### config.mk
export PLATFORM = sky130hd
export DESIGN_NAME = memory_arbiter_flat
export DESIGN_NICKNAME = d
export VERILOG_FILES = /design/src/rtl/memory_arbiter_if.sv /design/src/rtl/memory_arbiter.sv /design/src/flat_wrapper.sv
export SDC_FILE = /design/constraint.sdc
export NUM_CORES = 1
export LEC_CHECK = 0
export BUFFER_PORTS_ARGS = -buffer_cell sky130_fd_sc_hd__buf_2
export CORE_AREA = 10 10 96 98
export DETAILED_ROUTE_END_ITERATION = 6
export DIE_AREA = 0 0 106 108
export PLACE_DENSITY = 0.77
export RECOVER_POWER = 50
export SKIP_LAST_GASP = 1
export SLEW_MARGIN = 20
export SYNTH_ARGS = -nofsm -noshare
export SYNTH_HDL_FRONTEND = slang
export SYNTH_SLANG_ARGS = --single-unit
export TNS_END_PERCENT = 100
### constraint.sdc
create_clock -name CLK -period 3.4 [get_ports CLK]
set_input_delay 0.34 -clock CLK [delete_from_list [all_inputs] [get_ports CLK]]
set_output_delay 0.34 -clock CLK [all_outputs]
set_load 0.01 [all_outputs]
### src/rtl/memory_arbiter_if.sv
// Cache-side and RAM-side signal bundle for the memory arbiter.
// The slave modport is the arbiter's view; master is the surrounding caches/RAM.
interface memory_arbiter_if #(
  parameter int unsigned ADDR_W = 32
);
  logic              iREN;
  logic [ADDR_W-1:0] iaddr;
  logic              dREN;
  logic              dWEN;
  logic [ADDR_W-1:0] daddr;
  logic [ADDR_W-1:0] dstore;
  logic              iwait;
  logic              dwait;
  logic [ADDR_W-1:0] iload;
  logic [ADDR_W-1:0] dload;
  logic              ramREN;
  logic              ramWEN;
  logic [ADDR_W-1:0] ramaddr;
  logic [ADDR_W-1:0] ramstore;
  logic [1:0]        ramstate;
  logic [ADDR_W-1:0] ramload;

  modport slave (
    input  iREN, iaddr, dREN, dWEN, daddr, dstore, ramstate, ramload,
    output iwait, dwait, iload, dload, ramREN, ramWEN, ramaddr, ramstore
  );

  modport master (
    output iREN, iaddr, dREN, dWEN, daddr, dstore, ramstate, ramload,
    input  iwait, dwait, iload, dload, ramREN, ramWEN, ramaddr, ramstore
  );
endinterface

### src/rtl/memory_arbiter.sv
// Two-requester RAM arbiter: dcache has priority, icache is forced a grant
// after STARVE_MAX consecutive dcache completions while it is waiting.
module memory_arbiter #(
  parameter int unsigned STARVE_MAX = 4,
  parameter int unsigned ADDR_W     = 32
) (
  input logic              CLK,
  input logic              RST,
  memory_arbiter_if.slave  bus
);

  localparam int unsigned ScntW = (STARVE_MAX > 0) ? $clog2(STARVE_MAX + 1) : 1;
  localparam logic [ScntW-1:0] ScntMax = ScntW'(STARVE_MAX);
  localparam logic [1:0] RamAccess = 2'd2;

  typedef enum logic [1:0] {StIdle, StDAcc, StIAcc} state_e;

  state_e           state_q, state_d;
  logic [ScntW-1:0] scnt_q, scnt_d;

  logic d_req, ram_done, d_done, i_done;

  assign d_req    = bus.dREN | bus.dWEN;
  assign ram_done = (bus.ramstate == RamAccess);
  // A completion only counts while the granted requester is still asking.
  assign d_done   = (state_q == StDAcc) && ram_done && d_req;
  assign i_done   = (state_q == StIAcc) && ram_done && bus.iREN;

  always_ff @(posedge CLK) begin
    if (RST) begin
      state_q <= StIdle;
      scnt_q  <= '0;
    end else begin
      state_q <= state_d;
      scnt_q  <= scnt_d;
    end
  end

  always_comb begin
    state_d = state_q;
    unique case (state_q)
      StIdle: begin
        if (bus.iREN && (scnt_q == ScntMax)) state_d = StIAcc;
        else if (d_req)                      state_d = StDAcc;
        else if (bus.iREN)                   state_d = StIAcc;
      end
      StDAcc: if (!d_req || ram_done)    state_d = StIdle;
      StIAcc: if (!bus.iREN || ram_done) state_d = StIdle;
      default: state_d = StIdle;
    endcase

    // Clear beats increment; increment saturates at the limit.
    scnt_d = scnt_q;
    if (!bus.iREN || i_done)               scnt_d = '0;
    else if (d_done && (scnt_q != ScntMax)) scnt_d = scnt_q + 1'b1;
  end

  always_comb begin
    bus.ramREN   = 1'b0;
    bus.ramWEN   = 1'b0;
    bus.ramaddr  = {ADDR_W{1'b0}};
    bus.ramstore = {ADDR_W{1'b0}};
    bus.dwait    = 1'b1;
    bus.iwait    = 1'b1;
    unique case (state_q)
      StDAcc: begin
        bus.ramaddr  = bus.daddr;
        bus.ramstore = bus.dstore;
        bus.ramWEN   = bus.dWEN;
        bus.ramREN   = bus.dREN & ~bus.dWEN;
        bus.dwait    = ~ram_done;
      end
      StIAcc: begin
        bus.ramaddr = bus.iaddr;
        bus.ramREN  = 1'b1;
        bus.iwait   = ~ram_done;
      end
      default: ;
    endcase
  end

  assign bus.iload = bus.ramload;
  assign bus.dload = bus.ramload;

endmodule

### src/flat_wrapper.sv
// flat-port wrapper written by rule: the top's interface ports become plain ports
module memory_arbiter_flat 
#(
  parameter int unsigned STARVE_MAX = 4,
  parameter int unsigned ADDR_W     = 32
)
  (CLK, RST, bus_iREN, bus_iaddr, bus_dREN, bus_dWEN, bus_daddr, bus_dstore, bus_ramstate, bus_ramload, bus_iwait, bus_dwait, bus_iload, bus_dload, bus_ramREN, bus_ramWEN, bus_ramaddr, bus_ramstore);
  memory_arbiter_if #(.ADDR_W(ADDR_W)) bus_i ();
  input logic CLK;
  input logic RST;
  input wire logic [$bits(bus_i.iREN)-1:0] bus_iREN;
  input wire logic [$bits(bus_i.iaddr)-1:0] bus_iaddr;
  input wire logic [$bits(bus_i.dREN)-1:0] bus_dREN;
  input wire logic [$bits(bus_i.dWEN)-1:0] bus_dWEN;
  input wire logic [$bits(bus_i.daddr)-1:0] bus_daddr;
  input wire logic [$bits(bus_i.dstore)-1:0] bus_dstore;
  input wire logic [$bits(bus_i.ramstate)-1:0] bus_ramstate;
  input wire logic [$bits(bus_i.ramload)-1:0] bus_ramload;
  output wire logic [$bits(bus_i.iwait)-1:0] bus_iwait;
  output wire logic [$bits(bus_i.dwait)-1:0] bus_dwait;
  output wire logic [$bits(bus_i.iload)-1:0] bus_iload;
  output wire logic [$bits(bus_i.dload)-1:0] bus_dload;
  output wire logic [$bits(bus_i.ramREN)-1:0] bus_ramREN;
  output wire logic [$bits(bus_i.ramWEN)-1:0] bus_ramWEN;
  output wire logic [$bits(bus_i.ramaddr)-1:0] bus_ramaddr;
  output wire logic [$bits(bus_i.ramstore)-1:0] bus_ramstore;
  assign bus_i.iREN = bus_iREN;
  assign bus_i.iaddr = bus_iaddr;
  assign bus_i.dREN = bus_dREN;
  assign bus_i.dWEN = bus_dWEN;
  assign bus_i.daddr = bus_daddr;
  assign bus_i.dstore = bus_dstore;
  assign bus_i.ramstate = bus_ramstate;
  assign bus_i.ramload = bus_ramload;
  assign bus_iwait = bus_i.iwait;
  assign bus_dwait = bus_i.dwait;
  assign bus_iload = bus_i.iload;
  assign bus_dload = bus_i.dload;
  assign bus_ramREN = bus_i.ramREN;
  assign bus_ramWEN = bus_i.ramWEN;
  assign bus_ramaddr = bus_i.ramaddr;
  assign bus_ramstore = bus_i.ramstore;
  memory_arbiter #(.STARVE_MAX(STARVE_MAX), .ADDR_W(ADDR_W)) u_core (.CLK(CLK), .RST(RST), .bus(bus_i));
endmodule
Yosys cells after proc, flatten, opt, wreduce, memory -nomap -nowiden
Cells that the tools add are included.
{"block": "op_classes", "n_mux": 12, "bitwise_logic": 4, "n_eq_ne": 8, "n_reduce_logical": 14, "addsub": 1}
{"cell": "$pmux 32 s2", "n": 1}
{"cell": "$mux 32", "n": 1}
{"cell": "$mux 2", "n": 5}
{"cell": "$logic_and 1x1->1", "n": 6}
{"cell": "$pmux 2 s3", "n": 1}
{"cell": "$eq 2x2->1 const B", "n": 2}
{"cell": "$ne 2x2->1 const B", "n": 2}
{"cell": "$ne 4x2->1 const B", "n": 1}
{"cell": "$add 3x1->3 const B", "n": 1}
{"cell": "$eq 3x3->1 const B", "n": 1}
{"cell": "$logic_or 1x1->1", "n": 3}
{"cell": "$mux 1", "n": 3}
{"cell": "$ne 3x3->1 const B", "n": 1}
{"cell": "$reduce_and 3->1", "n": 1}
{"cell": "$eq 2x1->1 const B", "n": 1}
{"cell": "$logic_not 1->1", "n": 2}
{"cell": "$logic_not 2->1", "n": 1}
{"cell": "$not 1->1", "n": 2}
{"cell": "$pmux 1 s2", "n": 1}
{"cell": "$reduce_or 2->1", "n": 1}
{"cell": "$and 1x1->1", "n": 1}
{"cell": "$or 1x1->1", "n": 1}
{"block": "word_totals", "ff_bits": 5, "inputBits": 135}

Depth between registers and ports, before layout
{"block": "depth", "ltp_word": 5, "depth_mapped": 7, "mapped_depth_nobuf": 6}

Least setup slack after synthesis
Ideal clock, no wire load.
{"block": "synth_timing", "path_kind": "register to output", "from": "reg u_core.state_q[0]", "to": "out bus_ramaddr[0]", "path_stages_with_launch": 7, "slack_ns": 1.799, "path_buffers": 2, "t_arrival_ns": 1.261, "required_time_ns": 3.060, "path_cell_list": "dfxtp_1 inv_1 ha_1 buf_2 clkbuf_1 a22oi_1 nor2b_1"}
{"block": "synth_between", "elab_chain_len": 2, "elab_cells_between_ends": 3, "classes_between": "eq/ne: 2; mux: 1"}
{"item": "from (decl)", "line_no": "memory_arbiter.sv:18", "source": "state_e state_q, state_d;"}
{"item": "from (signal assigned)", "line_no": "memory_arbiter.sv:31", "source": "state_q <= StIdle;"}
{"item": "from (signal assigned)", "line_no": "memory_arbiter.sv:34", "source": "state_q <= state_d;"}
{"item": "$eq 2x2->1 / $eq 2x1->1 (equally long branches)", "line_no": "memory_arbiter.sv:65", "source": "unique case (state_q)"}
{"item": "$pmux 32 s2 *", "line_no": "memory_arbiter.sv:65"}
{"item": "to (decl)", "line_no": "flat_wrapper.sv:25", "source": "output wire logic [$bits(bus_i.ramaddr)-1:0] bus_ramaddr;"}
Every way passes the cells marked *; elsewhere a longest branch is shown, timed or not.

Worst setup path in the final report
{"block": "layout_timing", "from": "reg u_core.state_q[1]", "to": "reg u_core.scnt_q[1]"}
{"block": "layout_between", "elab_chain_len": 5, "elab_cells_between_ends": 9, "classes_between": "eq/ne: 2; reduce/logical: 7"}
{"item": "$eq 2x2->1", "line_no": "memory_arbiter.sv:27", "source": "assign i_done = (state_q == StIAcc) && ram_done && bus.iREN;"}
{"item": "$logic_and 1x1->1 (2 in series)", "line_no": "memory_arbiter.sv:27"}
{"item": "$logic_or 1x1->1", "line_no": "memory_arbiter.sv:54", "source": "if (!bus.iREN || i_done) scnt_d = '0;"}
{"item": "$reduce_or 2->1 (no line)"}
{"item": "to (signal assigned)", "line_no": "memory_arbiter.sv:35", "source": "scnt_q <= scnt_d;"}
{"item": "to (decl)", "line_no": "memory_arbiter.sv:19", "source": "logic [ScntW-1:0] scnt_q, scnt_d;"}
Parallel ways exist; a longest one is shown, timed or not.
A chain may end at the register's enable or synchronous reset.

==> results.sh <==
export IMPL_outcome="complete, no violations"
export IMPL_io_buffers=170
export IMPL_cts_buffers=3
export IMPL_grt_max_degree=69
export IMPL_post_cts_buffers=0
export IMPL_crit_family="compound AO/OA/AOI/OAI gates"
export IMPL_cp_arrival_ns=2.73
export IMPL_synth_area_per_cell_um2=7.25
export IMPL_drive_gt1_share_pct=55.9
export IMPL_cp_end_kind="register"
export IMPL_yosysTopAreaCell="buf_4"
export IMPL_leakage_nw=1.10
export IMPL_p_per_area_mw_per_mm2=265
export IMPL_vdd_drop_max_v=0.000181
export IMPL_worst_pin_slew_ns=1.05
export IMPL_antenna_found_initial=0
export IMPL_worstPathRequired_ns=3.52
export IMPL_fin_worst_skew_ns=0.00111
export IMPL_hold_depth=3
export IMPL_cts_tree="done"
export IMPL_r2r_setup_slack_ns=0.79
export IMPL_regToRegStartpoint="u_core.state_q[1]"
export IMPL_io_pins=267
export IMPL_max_stage_delay_ns=0.88
export IMPL_postCtsHoldBufs=0
export IMPL_cp_buffers_inverters=1
export IMPL_ys_warn_count=0
export IMPL_critPathKind="register to register"
export IMPL_rsz0062_at_grt="false"
export IMPL_path_cells="inv_1, ha_2, o21ai_0, a211oi_1, mux2i_1, nor2_1"
export IMPL_grt_overflow_total=0
export IMPL_cp_start_kind="register"
export IMPL_setup_viol=0
export IMPL_worst_skew_pair_late_latency_ns=0.23
export IMPL_drt_total_wl_mm=6.47
export IMPL_fin_nets=456
export IMPL_wire_per_inst_um=15.5
export IMPL_hpwl_mm=5.47
export IMPL_syn_nets=358
export IMPL_initialDrtViolationCount=60
export IMPL_crit_slowest_cell="ha_2"
export IMPL_drt_pass1_iterations=6
export IMPL_fp_dieH_um=108
export IMPL_rr_endpoint="u_core.scnt_q[1]"
export IMPL_route_detailed_drc=0
export IMPL_finalPower_mw=0.549
export IMPL_maxSlewHeadroom_pct=29.9
export IMPL_post_cts_resized=0
export IMPL_fmax_ghz=0.383
export IMPL_htree_levels=1
export IMPL_area_delta_synth_final_pct=30.8
export IMPL_clockBufferDepth=2
export IMPL_hold_end="u_core.state_q[0]"
export IMPL_num_vias=1743
export IMPL_finalHoldViolCount=0
export IMPL_antenna_cells=0
export IMPL_grtUsageTotal_pct=9.93
export IMPL_final_setup_tns_ns=0
export IMPL_chipWidth_um=106
export IMPL_vias_per_cell=4.18
export IMPL_rr_worst_depth=6
export IMPL_place_gp_congestion=0.784
export IMPL_grt_pass1_vias=1846
export IMPL_min_delay_start="RST"
export IMPL_start_util_pct=21.2
export IMPL_dieArea_mm2=0.0114
export IMPL_cts_sinks=5
export IMPL_critPathMaxFanout=68
export IMPL_grt_pass1_wl_mm=9.52
export IMPL_synth_seq_area_share_pct=6.33
export IMPL_hold_class="primary input to register"
export IMPL_post_route_period_util_pct=76.9
export IMPL_drv_cap=0
export IMPL_synth_top_area_share_pct=30.4
export IMPL_syn_area_mm2=0.00158
export IMPL_cts_root_buf="clkbuf_8"
export IMPL_ys_ff_latch=5
export IMPL_row_count=32
export IMPL_finalCriticalPeriod_ns=2.61
export IMPL_ys_types=23
export IMPL_synth_cells=218
export IMPL_drtAntennaViolNets=0
export IMPL_coreArea_mm2=0.00745
export IMPL_synth_area_top_cells="buf_4 (30%), a22oi_1 (15%), and2_1 (13%)"
export IMPL_path_clk_slew_ns=0.04
export IMPL_slew_viol_final=0
[worst max-delay path by stage]
stage / start / to / slack [ns] / cells after the start
floorplan: u_core.state_q[0] / bus_ramaddr[0] / 1.80 / 6
global placement: u_core.state_q[1] / u_core.scnt_q[1] / 1.32 / 6
detailed placement: u_core.state_q[1] / u_core.scnt_q[1] / 1.19 / 6
CTS: u_core.state_q[1] / bus_ramaddr[1] / 0.99 / 5
global route: u_core.state_q[1] / u_core.scnt_q[1] / 0.45 / 6
finish: u_core.state_q[1] / u_core.scnt_q[1] / 0.79 / 6
[metrics by stage]
stage                     cells  hold WS, ns  cell area [um2]  worst slack (ns)  utilization, %
after global placement      413        0.480             2030              1.32            27.3
after detailed placement    413        0.506             2030              1.19            27.3
after CTS                   417        0.434             2080             0.990            27.9
after floorplan             218        0.465             1580              1.80               -
final                       417        0.436             2070             0.786            27.8
after global routing        417        0.476             2070             0.455            27.8
[placed cells by master, fill, tap and decap left out]
cell type | Yosys | final
a311oi_2 | 1 | 1
a22oi_1 | 32 | 32
nor2_1 | 6 | 6
xnor2_1 | 2 | 2
a2111oi_4 | 1 | 1
o21ai_0 | 0 | 1
inv_1 | 5 | 5
nand3b_1 | 2 | 2
nand2b_1 | 3 | 3
ha_2 | 0 | 1
a31oi_1 | 1 | 1
buf_2 | 3 | 169
and2_1 | 33 | 33
nor4b_1 | 1 | 1
clkbuf_1 | 11 | 2
ha_1 | 5 | 4
nand2_1 | 3 | 3
o21a_1 | 1 | 1
buf_4 | 64 | 1
clkbuf_8 | 0 | 3
or3b_1 | 1 | 1
nor2b_1 | 33 | 33
dfxtp_1 | 5 | 5
a211oi_1 | 0 | 1
mux2i_1 | 3 | 3
[tightest hold or removal path, stage by stage]
cell,delay (ns)
buf_2,0.11
nand2b_1,0.10
mux2i_1,0.06
[registers in the layout, summed over array words and instances (netlist names)]
name	cells
u_core.scnt_q	3
u_core.state_q	2
[cell families after synthesis]
family                     synth area share [%]
and+or+nand+nor                            31.5
xor gates and xnor gates                   1.11
muxes                                      1.90
AOI/OAI and AO/OA                          20.1
adders and majority gates                  3.96
buffers and inverters                      35.1
DFF                                        6.33
[cell usage after synthesis, drive strengths merged]
cell,number
buf,67
and2,33
nor2b,33
a22oi,32
clkbuf,11
nor2,6
dfxtp,5
ha,5
inv,5
mux2i,3
nand2,3
nand2b,3
nand3b,2
xnor2,2
a2111oi,1
a211oi,1
a311oi,1
a31oi,1
nor4b,1
o21a,1
o21ai,1
or3b,1
[final cells by class]
class                           instances  area, um2
Fill cell                             839       5380
Multi-Input combinational cell        130        920
Timing Repair Buffer                  171        857
Tap cell                              102        128
Sequential cell                         5        100
Clock buffer                            4       45.0
Inverter                                5       18.8
[where the power goes]
group / total (mW) / internal [mW] / switching (mW) / leakage, nW
clock: 0.116 / 0.0810 / 0.0348 / 0.0228
combinational: 0.368 / 0.176 / 0.192 / 1.04
sequential: 0.0652 / 0.0623 / 0.00293 / 0.0406
[routing by layer]
layer	global-route usage (%)	part of all wire [%]	vias to the layer above
met5	0	0	-
met4	3.09	1.2	0
met3	4.16	9.7	18
met2	18.5	54	86
met1	9.82	35	786
li1	-	-	853
(Power assumes the default switching activity.)
